## config.mk

```make
export PLATFORM = sky130hd
export DESIGN_NAME = logic_op_arbiter_flat
export DESIGN_NICKNAME = d
export VERILOG_FILES = /design/src/rtl/logic_op_pkg.sv /design/src/rtl/logic_op_arbiter_if.sv /design/src/rtl/logic_op_unit.sv /design/src/rtl/logic_op_arbiter.sv /design/src/flat_wrapper.sv
export SDC_FILE = /design/constraint.sdc
export NUM_CORES = 1
export LEC_CHECK = 0
export CAP_MARGIN = 20
export CORE_MARGIN = 2
export CORE_UTILIZATION = 50
export DETAILED_ROUTE_END_ITERATION = 8
export PLACE_DENSITY = 0.86
export SLEW_MARGIN = 30
export SYNTH_ARGS = -nofsm -noshare
export SYNTH_HDL_FRONTEND = slang
export SYNTH_SLANG_ARGS = --single-unit
export TNS_END_PERCENT = 10
```

## constraint.sdc

```tcl
create_clock -name clk -period 4.15 [get_ports clk]
set_input_delay 0.83 -clock clk [delete_from_list [all_inputs] [get_ports clk]]
set_output_delay 0.83 -clock clk [all_outputs]
set_load 0.01 [all_outputs]
```

## src/rtl/logic_op_pkg.sv

```systemverilog
// Shared definitions for the logic-op arbiter: opcodes, FSM states and the
// per-bit evaluation of the opcode table.
package logic_op_pkg;

  localparam logic [2:0] OP_AND  = 3'b000;
  localparam logic [2:0] OP_OR   = 3'b001;
  localparam logic [2:0] OP_NOTA = 3'b010;
  localparam logic [2:0] OP_NAND = 3'b011;
  localparam logic [2:0] OP_NOR  = 3'b100;
  localparam logic [2:0] OP_XOR  = 3'b101;
  localparam logic [2:0] OP_XNOR = 3'b110;
  localparam logic [2:0] OP_ILL  = 3'b111;

  typedef enum logic [1:0] {
    S_IDLE = 2'd0,
    S_EXEC = 2'd1,
    S_RESP = 2'd2
  } state_t;

  typedef struct packed {
    logic err;
    logic res;
  } lo_bit_t;

  // Every opcode is bitwise, so one bit position fully describes the op;
  // callers replicate it across any operand width.
  function automatic lo_bit_t lo_eval(input logic [2:0] op, input logic a, input logic b);
    lo_bit_t r;
    r.err = 1'b0;
    r.res = 1'b0;
    case (op)
      OP_AND:  r.res = a & b;
      OP_OR:   r.res = a | b;
      OP_NOTA: r.res = ~a;
      OP_NAND: r.res = ~(a & b);
      OP_NOR:  r.res = ~(a | b);
      OP_XOR:  r.res = a ^ b;
      OP_XNOR: r.res = ~(a ^ b);
      default: r.err = 1'b1;
    endcase
    return r;
  endfunction

endpackage

```

## src/rtl/logic_op_arbiter_if.sv

```systemverilog
// Request/response bus between the requesters and the shared logic-op arbiter.
interface logic_op_arbiter_if #(
  parameter int unsigned NREQ = 4,
  parameter int unsigned W    = 8,
  parameter int unsigned IDW  = 2
);
  logic [NREQ-1:0]   req_valid;
  logic [NREQ-1:0]   req_ready;
  logic [3*NREQ-1:0] req_op;
  logic [W*NREQ-1:0] req_a;
  logic [W*NREQ-1:0] req_b;
  logic              rsp_valid;
  logic              rsp_ready;
  logic [IDW-1:0]    rsp_id;
  logic [W-1:0]      rsp_data;
  logic              rsp_err;

  modport master (
    output req_valid, req_op, req_a, req_b, rsp_ready,
    input  req_ready, rsp_valid, rsp_id, rsp_data, rsp_err
  );

  modport slave (
    input  req_valid, req_op, req_a, req_b, rsp_ready,
    output req_ready, rsp_valid, rsp_id, rsp_data, rsp_err
  );
endinterface

```

## src/rtl/logic_op_unit.sv

```systemverilog
// Combinational bitwise logic-op datapath, W bits wide.
module logic_op_unit
  import logic_op_pkg::*;
#(
  parameter int unsigned W = 8
) (
  input  logic [2:0]   op,
  input  logic [W-1:0] a,
  input  logic [W-1:0] b,
  output logic [W-1:0] res,
  output logic         err
);

  lo_bit_t r;

  always_comb begin
    res = '0;
    err = 1'b0;
    r   = '0;
    for (int unsigned i = 0; i < W; i++) begin
      r      = lo_eval(op, a[i], b[i]);
      res[i] = r.res;
      err    = r.err;
    end
  end

endmodule

```

## src/rtl/logic_op_arbiter.sv

```systemverilog
// Round-robin arbiter sharing one logic-op unit among NREQ requesters, with a
// registered, tagged response held until the consumer accepts it.
module logic_op_arbiter
  import logic_op_pkg::*;
#(
  parameter int unsigned NREQ = 4,
  parameter int unsigned W    = 8,
  parameter int unsigned IDW  = 2,
  parameter int unsigned CNTW = 16
) (
  input  logic                 clk,
  input  logic                 rst_n,
  logic_op_arbiter_if.slave    bus,
  output logic                 busy,
  output logic [CNTW-1:0]      ops_done
);

  localparam logic [IDW:0]   NREQ_W  = (IDW+1)'(NREQ);
  localparam logic [IDW-1:0] LAST_ID = IDW'(NREQ - 1);

  state_t          state_q, state_d;
  logic [IDW-1:0]  rr_ptr_q, rr_ptr_d;
  logic [2:0]      op_q, op_d;
  logic [W-1:0]    a_q, a_d, b_q, b_d;
  logic [IDW-1:0]  id_q, id_d;
  logic            rsp_valid_q, rsp_valid_d;
  logic [IDW-1:0]  rsp_id_q, rsp_id_d;
  logic [W-1:0]    rsp_data_q, rsp_data_d;
  logic            rsp_err_q, rsp_err_d;
  logic [CNTW-1:0] ops_done_q, ops_done_d;

  logic            grant_found;
  logic [IDW-1:0]  grant_idx;
  logic [IDW:0]    cand_sum;
  logic [IDW-1:0]  cand;
  logic [2:0]      op_sel;
  logic [W-1:0]    a_sel, b_sel;
  logic [W-1:0]    unit_res;
  logic            unit_err;

  // Wrap search from rr_ptr; the first valid requester found wins.
  always_comb begin
    grant_found = 1'b0;
    grant_idx   = '0;
    cand_sum    = '0;
    cand        = '0;
    for (int unsigned k = 0; k < NREQ; k++) begin
      cand_sum = {1'b0, rr_ptr_q} + (IDW+1)'(k);
      if (cand_sum >= NREQ_W) cand_sum = cand_sum - NREQ_W;
      cand = cand_sum[IDW-1:0];
      if (!grant_found && bus.req_valid[cand]) begin
        grant_found = 1'b1;
        grant_idx   = cand;
      end
    end
  end

  always_comb begin
    op_sel = '0;
    a_sel  = '0;
    b_sel  = '0;
    for (int unsigned i = 0; i < NREQ; i++) begin
      if (IDW'(i) == grant_idx) begin
        op_sel = bus.req_op[3*i +: 3];
        a_sel  = bus.req_a[W*i +: W];
        b_sel  = bus.req_b[W*i +: W];
      end
    end
  end

  always_comb begin
    bus.req_ready = '0;
    if (state_q == S_IDLE && grant_found) bus.req_ready[grant_idx] = 1'b1;
  end

  logic_op_unit #(.W(W)) u_unit (
    .op  (op_q),
    .a   (a_q),
    .b   (b_q),
    .res (unit_res),
    .err (unit_err)
  );

  always_comb begin
    state_d     = state_q;
    rr_ptr_d    = rr_ptr_q;
    op_d        = op_q;
    a_d         = a_q;
    b_d         = b_q;
    id_d        = id_q;
    rsp_valid_d = rsp_valid_q;
    rsp_id_d    = rsp_id_q;
    rsp_data_d  = rsp_data_q;
    rsp_err_d   = rsp_err_q;
    ops_done_d  = ops_done_q;
    case (state_q)
      S_IDLE: begin
        if (grant_found) begin
          op_d    = op_sel;
          a_d     = a_sel;
          b_d     = b_sel;
          id_d    = grant_idx;
          state_d = S_EXEC;
        end
      end
      S_EXEC: begin
        rsp_data_d  = unit_res;
        rsp_err_d   = unit_err;
        rsp_id_d    = id_q;
        rsp_valid_d = 1'b1;
        state_d     = S_RESP;
      end
      S_RESP: begin
        if (bus.rsp_ready) begin
          rsp_valid_d = 1'b0;
          ops_done_d  = ops_done_q + CNTW'(1);
          rr_ptr_d    = (rsp_id_q == LAST_ID) ? '0 : rsp_id_q + IDW'(1);
          state_d     = S_IDLE;
        end
      end
      default: state_d = S_IDLE;
    endcase
  end

  always_ff @(posedge clk or negedge rst_n) begin
    if (!rst_n) begin
      state_q     <= S_IDLE;
      rr_ptr_q    <= '0;
      op_q        <= '0;
      a_q         <= '0;
      b_q         <= '0;
      id_q        <= '0;
      rsp_valid_q <= 1'b0;
      rsp_id_q    <= '0;
      rsp_data_q  <= '0;
      rsp_err_q   <= 1'b0;
      ops_done_q  <= '0;
    end else begin
      state_q     <= state_d;
      rr_ptr_q    <= rr_ptr_d;
      op_q        <= op_d;
      a_q         <= a_d;
      b_q         <= b_d;
      id_q        <= id_d;
      rsp_valid_q <= rsp_valid_d;
      rsp_id_q    <= rsp_id_d;
      rsp_data_q  <= rsp_data_d;
      rsp_err_q   <= rsp_err_d;
      ops_done_q  <= ops_done_d;
    end
  end

  assign bus.rsp_valid = rsp_valid_q;
  assign bus.rsp_id    = rsp_id_q;
  assign bus.rsp_data  = rsp_data_q;
  assign bus.rsp_err   = rsp_err_q;
  assign busy          = (state_q != S_IDLE);
  assign ops_done      = ops_done_q;

endmodule

```

## src/flat_wrapper.sv

```systemverilog
// flat-port wrapper written by rule: the top's interface ports become plain ports
module logic_op_arbiter_flat import logic_op_pkg::*;
#(
  parameter int unsigned NREQ = 4,
  parameter int unsigned W    = 8,
  parameter int unsigned IDW  = 2,
  parameter int unsigned CNTW = 16
)
  (clk, rst_n, busy, ops_done, bus_req_valid, bus_req_op, bus_req_a, bus_req_b, bus_rsp_ready, bus_req_ready, bus_rsp_valid, bus_rsp_id, bus_rsp_data, bus_rsp_err);
  logic_op_arbiter_if #(.NREQ(NREQ), .W(W), .IDW(IDW)) bus_i ();
  input  logic clk;
  input  logic rst_n;
  output logic busy;
  output logic [CNTW-1:0] ops_done;
  input wire logic [$bits(bus_i.req_valid)-1:0] bus_req_valid;
  input wire logic [$bits(bus_i.req_op)-1:0] bus_req_op;
  input wire logic [$bits(bus_i.req_a)-1:0] bus_req_a;
  input wire logic [$bits(bus_i.req_b)-1:0] bus_req_b;
  input wire logic [$bits(bus_i.rsp_ready)-1:0] bus_rsp_ready;
  output wire logic [$bits(bus_i.req_ready)-1:0] bus_req_ready;
  output wire logic [$bits(bus_i.rsp_valid)-1:0] bus_rsp_valid;
  output wire logic [$bits(bus_i.rsp_id)-1:0] bus_rsp_id;
  output wire logic [$bits(bus_i.rsp_data)-1:0] bus_rsp_data;
  output wire logic [$bits(bus_i.rsp_err)-1:0] bus_rsp_err;
  assign bus_i.req_valid = bus_req_valid;
  assign bus_i.req_op = bus_req_op;
  assign bus_i.req_a = bus_req_a;
  assign bus_i.req_b = bus_req_b;
  assign bus_i.rsp_ready = bus_rsp_ready;
  assign bus_req_ready = bus_i.req_ready;
  assign bus_rsp_valid = bus_i.rsp_valid;
  assign bus_rsp_id = bus_i.rsp_id;
  assign bus_rsp_data = bus_i.rsp_data;
  assign bus_rsp_err = bus_i.rsp_err;
  logic_op_arbiter #(.NREQ(NREQ), .W(W), .IDW(IDW), .CNTW(CNTW)) u_core (.clk(clk), .rst_n(rst_n), .bus(bus_i), .busy(busy), .ops_done(ops_done));
endmodule
```

# Word-level counts from Yosys, hierarchy flattened
# Index checks and enable logic that the tools add are counted.
[totals]
output_inout_bits = 33
word_cells = 168
input_bits = 83
ff_bits = 53
[op_classes]
reduce_logical = 18
n_addsub = 9
mux = 50
bitwise = 56
eq_ne = 14
n_lt_le_gt_ge = 10
[op_table]
columns = ["cell", "count"]
rows = [
  ["2-to-1 mux 8 bit", 8],
  ["one-hot mux 1 bit (7 select lines)", 8],
  ["NOT 1 bit", 32],
  ["2-to-1 mux 2 bit", 11],
  ["adder 16 x 1 -> 16 bit (second input constant)", 1],
  ["< comparator 2 x 3 -> 1 bit (second input constant)", 5],
  ["2-to-1 mux 3 bit", 4],
  ["2-to-1 mux 1 bit", 11],
  ["equality test 3 bit (second input constant)", 3],
  ["greater-or-equal comparator 3 bit (second input constant)", 3],
  ["bitwise AND 1 bit", 8],
  ["binary-select mux 1 bit (select 2 bit)", 4],
  ["bitwise OR 1 bit", 8],
  ["AND reduction 2 bit", 4],
  ["subtractor 2 x 1 -> 2 bit (second input constant)", 4],
  ["bitwise XOR 1 bit", 8],
  ["OR reduction 7 bit", 1],
  ["adder 2 x 2 -> 3 bit (second input constant)", 2],
  ["equality test 3 x 2 -> 1 bit (second input constant)", 2],
  ["one-hot mux 2 bit (3 select lines)", 1],
  ["logical AND 1 bit", 5],
  ["equality test 2 bit (first input constant)", 2],
  ["equality test 2 bit (second input constant)", 2],
  ["zero test 2 bit", 2],
  ["other kinds (15)", 18],
]

# Longest topological paths before layout
[depth]
ltp_word = 19
ltp_mapped = 7
depth_no_buf = 7

# By module
# A second synthesis with hierarchy kept.
[unflattened]
hier_cells = 355
area_unflattened_um2 = 3634.7
[modules_own_cells]
columns = ["module", "area_per_inst_um2", "n_inst", "seq_area_each_um2", "cells_each"]
rows = [
  ["logic_op_arbiter", 2850.2, 1, 1326.3, 259],
  ["logic_op_unit", 784.5, 1, 0.0, 96],
]

# Least setup slack after synthesis
# Ideal clock, no wire load.
[synth_path]
path_type = "input port to output port"
from = "in bus_req_valid[2]"
to = "out bus_req_ready[1]"
cell_stages = 7
path_buffers = 2
arrival_time_ps = 1825
setup_slack_ps = 1495
required_ps = 3320
cell_sequence = "mux2i_1 -> nor2_1 -> a311oi_1 -> buf_4 -> buf_6 -> nand2_1 -> nor2_1"
[synth_via]
elab_chain_len = 17
word_cells_on_any_way = 29
cone_classes = "2 x order compare; 19 x mux; 8 x reduce/logical"
[synth_rtl]
columns = ["item", "line_no", "text"]
rows = [
  ["start: declaration", "flat_wrapper.sv:15", "input wire logic [$bits(bus_i.req_valid)-1:0] bus_req_valid;"],
  ["binary-select mux 1 bit (select 2 bit)", "logic_op_arbiter.sv:51", "if (!grant_found && bus.req_valid[cand]) begin"],
  ["2-to-1 mux 1 bit (not written as such)", "logic_op_arbiter.sv:51", ""],
  ["2-to-1 mux 1 bit", "logic_op_arbiter.sv:51", ""],
  ["zero test 1 bit", "logic_op_arbiter.sv:51", ""],
  ["logical AND 1 bit", "logic_op_arbiter.sv:51", ""],
  ["2-to-1 mux 1 bit", "logic_op_arbiter.sv:51", ""],
  ["zero test 1 bit", "logic_op_arbiter.sv:51", ""],
  ["logical AND 1 bit", "logic_op_arbiter.sv:51", ""],
  ["2-to-1 mux 1 bit", "logic_op_arbiter.sv:51", ""],
  ["zero test 1 bit", "logic_op_arbiter.sv:51", ""],
  ["logical AND 1 bit", "logic_op_arbiter.sv:51", ""],
  ["2-to-1 mux 2 bit", "logic_op_arbiter.sv:51", ""],
  ["< comparator 2 x 3 -> 1 bit (not written as such) / greater-or-equal comparator 2 x 1 -> 1 bit (equally long branches)", "logic_op_arbiter.sv:73", "if (state_q == S_IDLE && grant_found) bus.req_ready[grant_idx] = 1'b1;"],
  ["logical AND 1 bit (not written as such)", "logic_op_arbiter.sv:73", ""],
  ["2-to-1 mux 1 bit (not written as such)", "logic_op_arbiter.sv:73", ""],
  ["demux 1 bit (select 2 bit)", "n/a", ""],
  ["2-to-1 mux 4 bit *", "logic_op_arbiter.sv:73", ""],
  ["end: declaration", "flat_wrapper.sv:20", "output wire logic [$bits(bus_i.req_ready)-1:0] bus_req_ready;"],
]
# Every way passes the cells marked *; elsewhere a longest branch is shown, timed or not. The select of a mux whose other input is x is not followed.

# Worst setup path in the final report
[layout_path]
from = "in bus_req_valid[0]"
to = "out bus_req_ready[0]"
# The elaborated chain is that of the path after synthesis.

==> flow_summary.ini <==
[status]
status = finished clean

[synth]
ys_top_cells_by_area = dfrtp_1 39%, mux2i_1 14%, ha_1 6.6%
seq_area_frac_synth = 0.390
synthesis.instances = 348
synth.net_count = 449
synth_top_area_share = 0.390
syn_area_sq_um = 3400
avgSynthCellArea_sq_um = 9.76
synth_top_cell_by_area = dfrtp_1
synth_cell_types = 39
yosys_warnings = 0
synth-seq-cells = 53

[final_layout]
areaGrowthSynthToFinish_pct = 37.9
drive_above_1_share = 0.0465
n_antenna_cell = 0
regArea_sq_um = 1330
multi_input_area_sq_um = 1850
nets = 552
nFillCells = 502

[sta]
post-route-min-period_ns = 3.66
fmax_mhz = 273
whs_ns = 0.480
setup_viol = 0
slew-limit-headroom = 0.415
tightestPinTransition_ns = 0.877
finalHoldViolations = 0
fin_setup_tns_ns = 0
finalCritPeriodShare = 0.882
slew_viol_final = 0
fin_skew_ns = 0.00975
rsz0062_at_grt = false

[floorplan]
die_area_sq_um = 7470
core_sq_um = 6680
ioPinCount = 116
die_w_um = 86.4
rows = 30
start_util = 0.508
chipHeight_um = 86.4

[power]
power_uw = 2870
p_leak_uw = 0.00209
p_per_area_nw_per_um2 = 612
vdd.ir_drop.worst_mv = 0.412

[clock_tree]
cts_resized = 0
clk_latency_ns = 0.31
htreeDepth = 2
clkSlewWorstSetupHoldPaths_ns = 0.09
post_cts.repair.setup_buffers = 0
root_buffer = clkbuf_8
clk_path_buf_depth = 2
cts_inserted_buffers = 5
cts_tree = yes
ctsHoldBuffers = 0
cts_sinks = 53

[worst_setup_path]
arrival_ns = 2.83
cp_num_buf_inv = 2
critPathKind = in -> out
r2r_setup_slack_ns = 1.73
crit_slowest_cell = clkdlybuf4s50_1
crit_path_frequent_cell = clkdlybuf4s50_1
startpoint_type = input pin
slowest_delay_ns = 0.60
path_delay_family = buffers and inverters
worst-path-max-fanout = 5
cp-end-kind = primary output
required_ns = 3.32
crit_chain = clkdlybuf4s50_1 -> a21oi_1 -> o21ai_0 -> o2bb2a_1 -> nand2b_1 -> nor2_1 -> clkdlybuf4s50_1

[global_route]
first_global_vias = 2729
grt_pass1_wl_mm = 12.5
gr-total-overflow = 0
antenna_found_initial = 0
gr-usage-all-layers = 0.206
grt_max_degree = 54

[min_path]
hp-class = reg -> reg

[job]
drv_cap = 0

[routing]
routedWlPerCell_um = 14.2
dr_total_vias = 2960
viasPerCell = 5.56
wl_mm = 7.58
drtIter0Drc = 167
drc = 0
drt_first_pass_iters = 4
ant_nets = 0

[place]
gp_congestion = 0.791
port_buffers = 115
place_hpwl_mm = 5.95
==> state kept, by name, indices dropped and copies added, names as in the netlist <==
signal                cells
u_core.op_q               3
u_core.state_q            2
u_core.bus.rsp_id         2
u_core.a_q                8
u_core.id_q               2
u_core.ops_done          16
u_core.bus.rsp_valid      1
u_core.bus.rsp_err        1
u_core.b_q                8
u_core.bus.rsp_data       8
u_core.rr_ptr_q           2
==> where the power goes <==
group | internal [uW] | switching [uW]
sequential | 712 | 274
clock | 243 | 168
combinational | 776 | 693
==> final cells by class <==
cell class              instances  share of cell area
clock buffers                   5              0.0147
clock inverters                 3              0.0147
repair buffers                120               0.253
inverters                      22              0.0176
flip-flops and latches         53               0.283
well taps                      80              0.0214
multi-input cells             249               0.396
==> synthesized netlist by cell type <==
cell      count
o21ai_0      21
o32a_1        2
nor3_1        1
a22oi_1       2
o311ai_0      1
nor4_1        1
a211oi_1      1
nor3b_2       1
nand4_1       1
mux2_2        4
buf_2         2
and3b_1       1
nor2_1       14
o221ai_1     21
nand3_1       3
nand2_1      46
o2bb2a_1      1
xor2_1        3
clkbuf_1     16
buf_12        3
a311oi_1      1
nand2b_1     14
xnor2_1      12
nor3b_1       1
a22o_1        9
inv_1        22
or3_1         1
o211ai_1      5
buf_4         1
buf_6         1
ha_1         18
buf_1         1
and3_1        5
nand4b_1      1
nand3b_1      1
a21oi_1       5
dfrtp_1      53
mux2i_1      48
a31oi_1       4
==> stage by stage <==
stage                     setup WS (ns)   util  instance area [sq um]  cells
final                             0.490  0.701                   4680    532
after global routing              0.358  0.701                   4680    532
after CTS                         0.485  0.701                   4680    532
after detailed placement          0.501  0.680                   4550    524
after global placement            0.581  0.680                   4550    524
after floorplan                    1.50      -                   3400    348
==> worst register-to-register path, stage by stage, from the launching register on <==
cell and delay (ns):
dfrtp_1 0.50, mux2i_1 0.22, nor2_1 0.08, a311oi_4 0.44
buf_4 0.56, mux2i_1 0.34, o221ai_1 0.15
==> worst paths after layout <==
| check | start | end | cells past startpoint |
|---|---|---|---|
| max in group asynchronous | rst_n | u_core.op_q[2] | 2 |
| max | bus_req_valid[0] | bus_req_ready[0] | 7 |
| min | u_core.ops_done[15] | u_core.ops_done[15] | 1 |
| max reg2reg | u_core.rr_ptr_q[1] | u_core.a_q[7] | 6 |
| min reg2reg | u_core.ops_done[15] | u_core.ops_done[15] | 1 |
| min in group asynchronous | rst_n | u_core.a_q[0] | 2 |
==> per-layer routing <==
metal  GRT usage  vias to the layer above  wire length, um
met5           0                        -                0
met4      0.0511                        0               97
met3      0.0410                       11              431
met2       0.337                      118             3710
met1       0.283                     1384             3340
li1            -                     1447                -
==> placed cells by master (no fill, tap or decap), types with 2 or more instances in the layout <==
master	count
dfrtp_1	52
nor2_1	14
a22o_1	9
xor2_1	3
o21ai_0	21
mux2i_1	48
a31oi_1	4
o32a_1	2
buf_4	5
bufinv_16	2
nand3_1	3
o211ai_1	5
ha_1	18
nand2_1	46
and3_1	5
o221ai_1	21
a21oi_1	5
nand2b_1	14
clkbuf_8	5
mux2_2	4
inv_1	22
clkdlybuf4s50_1	114
a22oi_1	2
xnor2_1	12
==> logic make-up (layout without fill, tap and decap cells) <==
group,count (synthesis),after routing,share of synthesized area
flops,53,53,0.390
compound gates,73,73,0.155
fa+ha+maj,18,18,0.0663
mux,52,52,0.155
simple gates,91,91,0.126
xor+xnor,15,15,0.0387
buf+inv,46,150,0.0692
Power figures use the tool's default switching activity.
